File: config.mk
export PLATFORM = sky130hd
export DESIGN_NAME = ifetch_req_unit_flat
export DESIGN_NICKNAME = d
export VERILOG_FILES = /design/src/rtl/ifetch_req_unit_if.sv /design/src/rtl/ifetch_req_unit.sv /design/src/flat_wrapper.sv
export SDC_FILE = /design/constraint.sdc
export NUM_CORES = 1
export LEC_CHECK = 0
export ABC_CLOCK_PERIOD_IN_PS = 3000
export BUFFER_PORTS_ARGS = -buffer_cell sky130_fd_sc_hd__buf_2
export CAP_MARGIN = 10
export CORE_MARGIN = 3
export CORE_UTILIZATION = 35
export CTS_CLUSTER_SIZE = 10
export DETAILED_ROUTE_END_ITERATION = 8
export GPL_ROUTABILITY_DRIVEN = 0
export GPL_TIMING_DRIVEN = 0
export PLACE_DENSITY = 0.59
export SETUP_SLACK_MARGIN = 0.2
export SLEW_MARGIN = 40
export SYNTH_ARGS = -nofsm -noshare
export SYNTH_HDL_FRONTEND = slang
export SYNTH_SLANG_ARGS = --single-unit
File: constraint.sdc
create_clock -name clk_i -period 3 [get_ports clk_i]
set_input_delay 0.3 -clock clk_i [delete_from_list [all_inputs] [get_ports clk_i]]
set_output_delay 0.3 -clock clk_i [all_outputs]
set_load 0.02 [all_outputs]
File: src/rtl/ifetch_req_unit_if.sv
// ifetch_req_unit_if: instruction-memory req/gnt/rvalid bus plus prefetch-FIFO push port
//   master (fetch unit): drives imem_req/imem_addr and out_valid/out_addr/out_instr
//   slave (memory + FIFO side): drives imem_gnt/imem_rvalid/imem_rdata
interface ifetch_req_unit_if #(parameter int XLEN = 32);
  logic            imem_req;
  logic [XLEN-1:0] imem_addr;
  logic            imem_gnt;
  logic            imem_rvalid;
  logic [XLEN-1:0] imem_rdata;
  logic            out_valid;
  logic [XLEN-1:0] out_addr;
  logic [XLEN-1:0] out_instr;
  modport master (
    output imem_req, imem_addr, out_valid, out_addr, out_instr,
    input  imem_gnt, imem_rvalid, imem_rdata
  );
  modport slave (
    input  imem_req, imem_addr, out_valid, out_addr, out_instr,
    output imem_gnt, imem_rvalid, imem_rdata
  );
endinterface

File: src/rtl/ifetch_req_unit.sv
// ifetch_req_unit: sequential-PC instruction fetcher feeding a prefetch FIFO, with branch squash
//   clk_i/rst_i: clock, synchronous active-high reset
//   branch_i/branch_target_i: redirect pulse and target (low two bits dropped)
//   fetch_ready_i: FIFO has room for MAX_OUTS more entries
//   bus: imem request/response and FIFO push (ifetch_req_unit_if.master)
module ifetch_req_unit #(
  parameter int              XLEN     = 32,
  parameter logic [XLEN-1:0] RESET_PC = 32'h1000_0000,
  parameter int              MAX_OUTS = 2
) (
  input  logic            clk_i,
  input  logic            rst_i,
  input  logic            branch_i,
  input  logic [XLEN-1:0] branch_target_i,
  input  logic            fetch_ready_i,
  ifetch_req_unit_if.master bus
);
  localparam int PW = MAX_OUTS > 1 ? $clog2(MAX_OUTS) : 1;
  localparam int CW = $clog2(MAX_OUTS + 1);
  typedef enum logic [1:0] {IDLE, FETCH, DRAIN} state_t;
  state_t          state, state_nxt;
  logic [XLEN-1:0] fetch_pc;
  logic [XLEN-1:0] addr_q [MAX_OUTS];
  logic [PW-1:0]   wr_ptr, rd_ptr;
  logic [CW-1:0]   outs_cnt, outs_nxt;
  logic            req_hold, req, push, pop, live;
  logic            out_valid_q;
  logic [XLEN-1:0] out_addr_q, out_instr_q;
  function automatic logic [PW-1:0] ptr_inc(input logic [PW-1:0] p);
    return p == PW'(MAX_OUTS - 1) ? '0 : p + PW'(1);
  endfunction
  always_ff @(posedge clk_i)
    if (rst_i) state <= IDLE;
    else state <= state_nxt;
  // req_hold keeps an ungranted request up even if fetch_ready_i drops
  always_comb begin
    req       = state == FETCH && (req_hold || (fetch_ready_i && outs_cnt < CW'(MAX_OUTS)));
    push      = req && bus.imem_gnt;
    pop       = bus.imem_rvalid && outs_cnt != '0;
    live      = pop && state == FETCH && !branch_i;
    outs_nxt  = outs_cnt + CW'(push) - CW'(pop);
    state_nxt = state == IDLE  ? FETCH :
                state == FETCH ? (branch_i && outs_nxt != '0 ? DRAIN : FETCH) :
                                 (outs_nxt == '0 ? FETCH : DRAIN);
  end
  always_ff @(posedge clk_i)
    if (push) addr_q[wr_ptr] <= fetch_pc;
  always_ff @(posedge clk_i)
    if (rst_i) begin
      fetch_pc    <= RESET_PC;
      outs_cnt    <= '0;
      wr_ptr      <= '0;
      rd_ptr      <= '0;
      req_hold    <= 1'b0;
      out_valid_q <= 1'b0;
      out_addr_q  <= '0;
      out_instr_q <= '0;
    end else begin
      fetch_pc    <= branch_i ? branch_target_i & ~XLEN'(3) : push ? fetch_pc + XLEN'(4) : fetch_pc;
      outs_cnt    <= outs_nxt;
      wr_ptr      <= push ? ptr_inc(wr_ptr) : wr_ptr;
      rd_ptr      <= pop ? ptr_inc(rd_ptr) : rd_ptr;
      req_hold    <= req && !bus.imem_gnt && !branch_i;
      out_valid_q <= live;
      out_addr_q  <= live ? addr_q[rd_ptr] : out_addr_q;
      out_instr_q <= live ? bus.imem_rdata : out_instr_q;
    end
  assign bus.imem_req  = req;
  assign bus.imem_addr = fetch_pc;
  assign bus.out_valid = out_valid_q;
  assign bus.out_addr  = out_addr_q;
  assign bus.out_instr = out_instr_q;
endmodule
File: src/flat_wrapper.sv
// flat-port wrapper written by rule: the top's interface ports become plain ports
module ifetch_req_unit_flat 
#(
  parameter int              XLEN     = 32,
  parameter logic [XLEN-1:0] RESET_PC = 32'h1000_0000,
  parameter int              MAX_OUTS = 2
)
  (clk_i, rst_i, branch_i, branch_target_i, fetch_ready_i, bus_imem_req, bus_imem_addr, bus_out_valid, bus_out_addr, bus_out_instr, bus_imem_gnt, bus_imem_rvalid, bus_imem_rdata);
  ifetch_req_unit_if #(.XLEN(XLEN)) bus_i ();
  input  logic clk_i;
  input  logic rst_i;
  input  logic branch_i;
  input  logic [XLEN-1:0] branch_target_i;
  input  logic fetch_ready_i;
  output wire logic [$bits(bus_i.imem_req)-1:0] bus_imem_req;
  output wire logic [$bits(bus_i.imem_addr)-1:0] bus_imem_addr;
  output wire logic [$bits(bus_i.out_valid)-1:0] bus_out_valid;
  output wire logic [$bits(bus_i.out_addr)-1:0] bus_out_addr;
  output wire logic [$bits(bus_i.out_instr)-1:0] bus_out_instr;
  input wire logic [$bits(bus_i.imem_gnt)-1:0] bus_imem_gnt;
  input wire logic [$bits(bus_i.imem_rvalid)-1:0] bus_imem_rvalid;
  input wire logic [$bits(bus_i.imem_rdata)-1:0] bus_imem_rdata;
  assign bus_imem_req = bus_i.imem_req;
  assign bus_imem_addr = bus_i.imem_addr;
  assign bus_out_valid = bus_i.out_valid;
  assign bus_out_addr = bus_i.out_addr;
  assign bus_out_instr = bus_i.out_instr;
  assign bus_i.imem_gnt = bus_imem_gnt;
  assign bus_i.imem_rvalid = bus_imem_rvalid;
  assign bus_i.imem_rdata = bus_imem_rdata;
  ifetch_req_unit #(.XLEN(XLEN), .RESET_PC(RESET_PC), .MAX_OUTS(MAX_OUTS)) u_core (.clk_i(clk_i), .rst_i(rst_i), .branch_i(branch_i), .branch_target_i(branch_target_i), .fetch_ready_i(fetch_ready_i), .bus(bus_i));
endmodule
==> metrics <==
Max-Cap Viols 0; # DRC 0; Worst Path Required 3.36 ns; CTS resizes 0; Most used DFF post-synth dfxtp_1; Avg WL per Cell 16.3 um; Total Routing Usage GR 0.168; worst hold path class in2reg; ranking of synthesized cells by area dfxtp_1 (31%), edfxtp_1 (28%), mux2i_1 (5.4%), nand2_1 (4.2%), a21oi_1 (3.6%); number of global-route vias before repair 4727; antenna violations before repair 1; Starting Density 0.358; placement-stage cell area 7660 um2; fraction of registers with async set/reset 0; Layout area overhead 28.1%; smallest hold slack 0.0429 ns; total power draw 6.00 mW; worst skew pair latency 0.44 ns; Final #Nets 862; Lkg Pwr 3.26 nW; Worst Path Class, Setup reg2reg; Core ar. 18100 um2; Post-Syn Area 6470 um2; leading area contributor after synthesis dfxtp_1; setup repair bufs after CTS 0; Layout Utilization 0.458; most instantiated cells after synthesis dfxtp_1 (100), nand2_1 (72), edfxtp_1 (60), nor2_1 (51), a21oi_1 (47); share of the synthesized area in the top cell type 0.309; Worst Max-Slew Pin Slew 0.815 ns; Worst Min Path Start bus_imem_gnt; antenna viol nets, final 0; clk_skew 0.00855 ns; Crit. End Element flop; Min-Delay Endpoint u_core.req_hold$_SDFF_PP0_; die width 142 um; R2R Path Start u_core.outs_cnt[1]$_SDFF_PP0_; Sink Count 160; CTS max path bufs 2; Slew HR 0.457; via count 4957; vias per cell 4.80; proportion of layout cells with a drive suffix above 1 0.280; Yosys reg bits 160; Netlist cell types 55; sequential share of the synthesized area 0.588; hold path depth 2; DRT Pass-1 Iters 6; DRT Wirelength 16800 um; final worst slack 0.647 ns; Die Area 20200 um2; H-tree lvl count 4; global-route wire length before repair 26200 um; GRT overflow 0; EDFF count, synth 60; Fin Setup TNS 0 ns; dpl ws 0.621 ns; Max IR drop VDD 412 uV; final hold violations 0; count of pins over their slew limit 0; Reg clk slew, reported paths 0.07 ns; dpl cells 1000; CTS Buf Count 17; critical path peak fanout 10; final instance area 8290 um2; Clock Tree Root clkbuf_16; reg-to-reg slack, setup 0.65 ns; io pins 168; Worst Reg-to-Reg Cells 6; Mapped Cells 605; yosys warns 0; row count 49; reg2reg end u_core.bus.out_instr[3]$_SDFFE_PP0P_; hpwl dp 12200 um; Worst Setup SP u_core.outs_cnt[1]$_SDFF_PP0_; setup violators final 0; period utilization 0.784; cts hold-fix bufs 0; minimum clock period 2.35 ns; CP Launch Type flop; CTS tree built; syn avg cell area 10.7 um2; DRT iter0 DRCs 300; RSZ-0062 raised after global routing no; fmax 425 MHz; largest net degree at the start of global routing 17; port buffer count 160; top-count cell post-synth dfxtp_1; Layout Cells excl Fill 1033; CP arrival 2.71 ns; Die Height 142 um; Power Density 723 nW/um2; status finished, final reports clean
-- worst max-delay path, stage by stage (launching register included) --
cell	delay (ns)
dfxtp_1	0.37
o21ai_0	0.22
nor3_1	0.35
clkbuf_1	0.65
clkbuf_1	0.44
nand2_1	0.10
a21oi_1	0.14
-- power by group --
group / switching [mW] / internal, mW
Sequential: 0.118 / 2.45
Combinational: 0.697 / 0.439
Clock: 0.920 / 1.37
Total: 1.74 / 4.26
-- per-layer routing --
metal  vias up  track usage  share of wire
met5         -            0         0.0012
met4         2       0.0576          0.017
met3        18       0.0484          0.043
met2       109        0.260           0.47
met1      2316        0.228           0.47
li1       2512            -              -
-- placed cells by master, fill, tap and decap left out, types with 19 or more instances in the layout --
cell	n
edfxtp_1	60
buf_2	164
nand2_1	72
a21oi_1	47
inv_1	24
mux2i_1	35
nor3_1	19
clkbuf_1	32
nor2_1	49
dfxtp_1	100
a211oi_1	30
-- worst max-delay path by stage --
stage                                                      end  slack [ns]  depth (start not counted)
after floorplan                 u_core.addr_q[0][10]$_DFFE_PP_        0.26                          4
after global placement          u_core.addr_q[0][16]$_DFFE_PP_       -0.89                          6
after detailed placement   u_core.bus.out_addr[9]$_SDFFE_PP0P_        0.62                          6
after CTS                 u_core.bus.out_addr[31]$_SDFFE_PP0P_        0.61                          5
after global routing      u_core.bus.out_addr[31]$_SDFFE_PP0P_        0.42                          5
final                     u_core.bus.out_instr[3]$_SDFFE_PP0P_        0.65                          6
-- kinds of logic (layout without fill, tap and decap cells) --
group           count (synthesis)  after routing  share of synthesized area
xor+xnor                       24             24                     0.0325
fa+ha+maj                       2              2                    0.00386
compound gates                119            119                      0.126
simple gates                  194            194                      0.149
buf+inv                        69            264                     0.0448
flops                         160            160                      0.588
mux                            36             36                     0.0559
other cells                     1              5                   0.000579
-- registers in the layout, summed over array words and instances, names as in the netlist --
register              cells
u_core.bus.out_instr     32
u_core.bus.out_addr      30
u_core.req_hold           1
u_core.bus.imem_addr     30
u_core.outs_cnt           2
u_core.state              2
u_core.wr_ptr             1
u_core.addr_q            60
u_core.rd_ptr             1
u_core.bus.out_valid      1
-- final cells by class --
| class | instances | area (um2) |
|---|---|---|
| Tap cell | 229 | 287 |
| Multi-Input combinational cell | 379 | 2410 |
| Sequential cell | 160 | 3800 |
| Clock inverter | 13 | 178 |
| Antenna cell | 1 | 2.50 |
| Clock buffer | 19 | 453 |
| Fill cell | 1730 | 9790 |
| Buffer | 45 | 201 |
| Inverter | 24 | 90.1 |
| Timing Repair Buffer | 163 | 871 |
No activity file was read; power rests on OpenSTA's default activity.
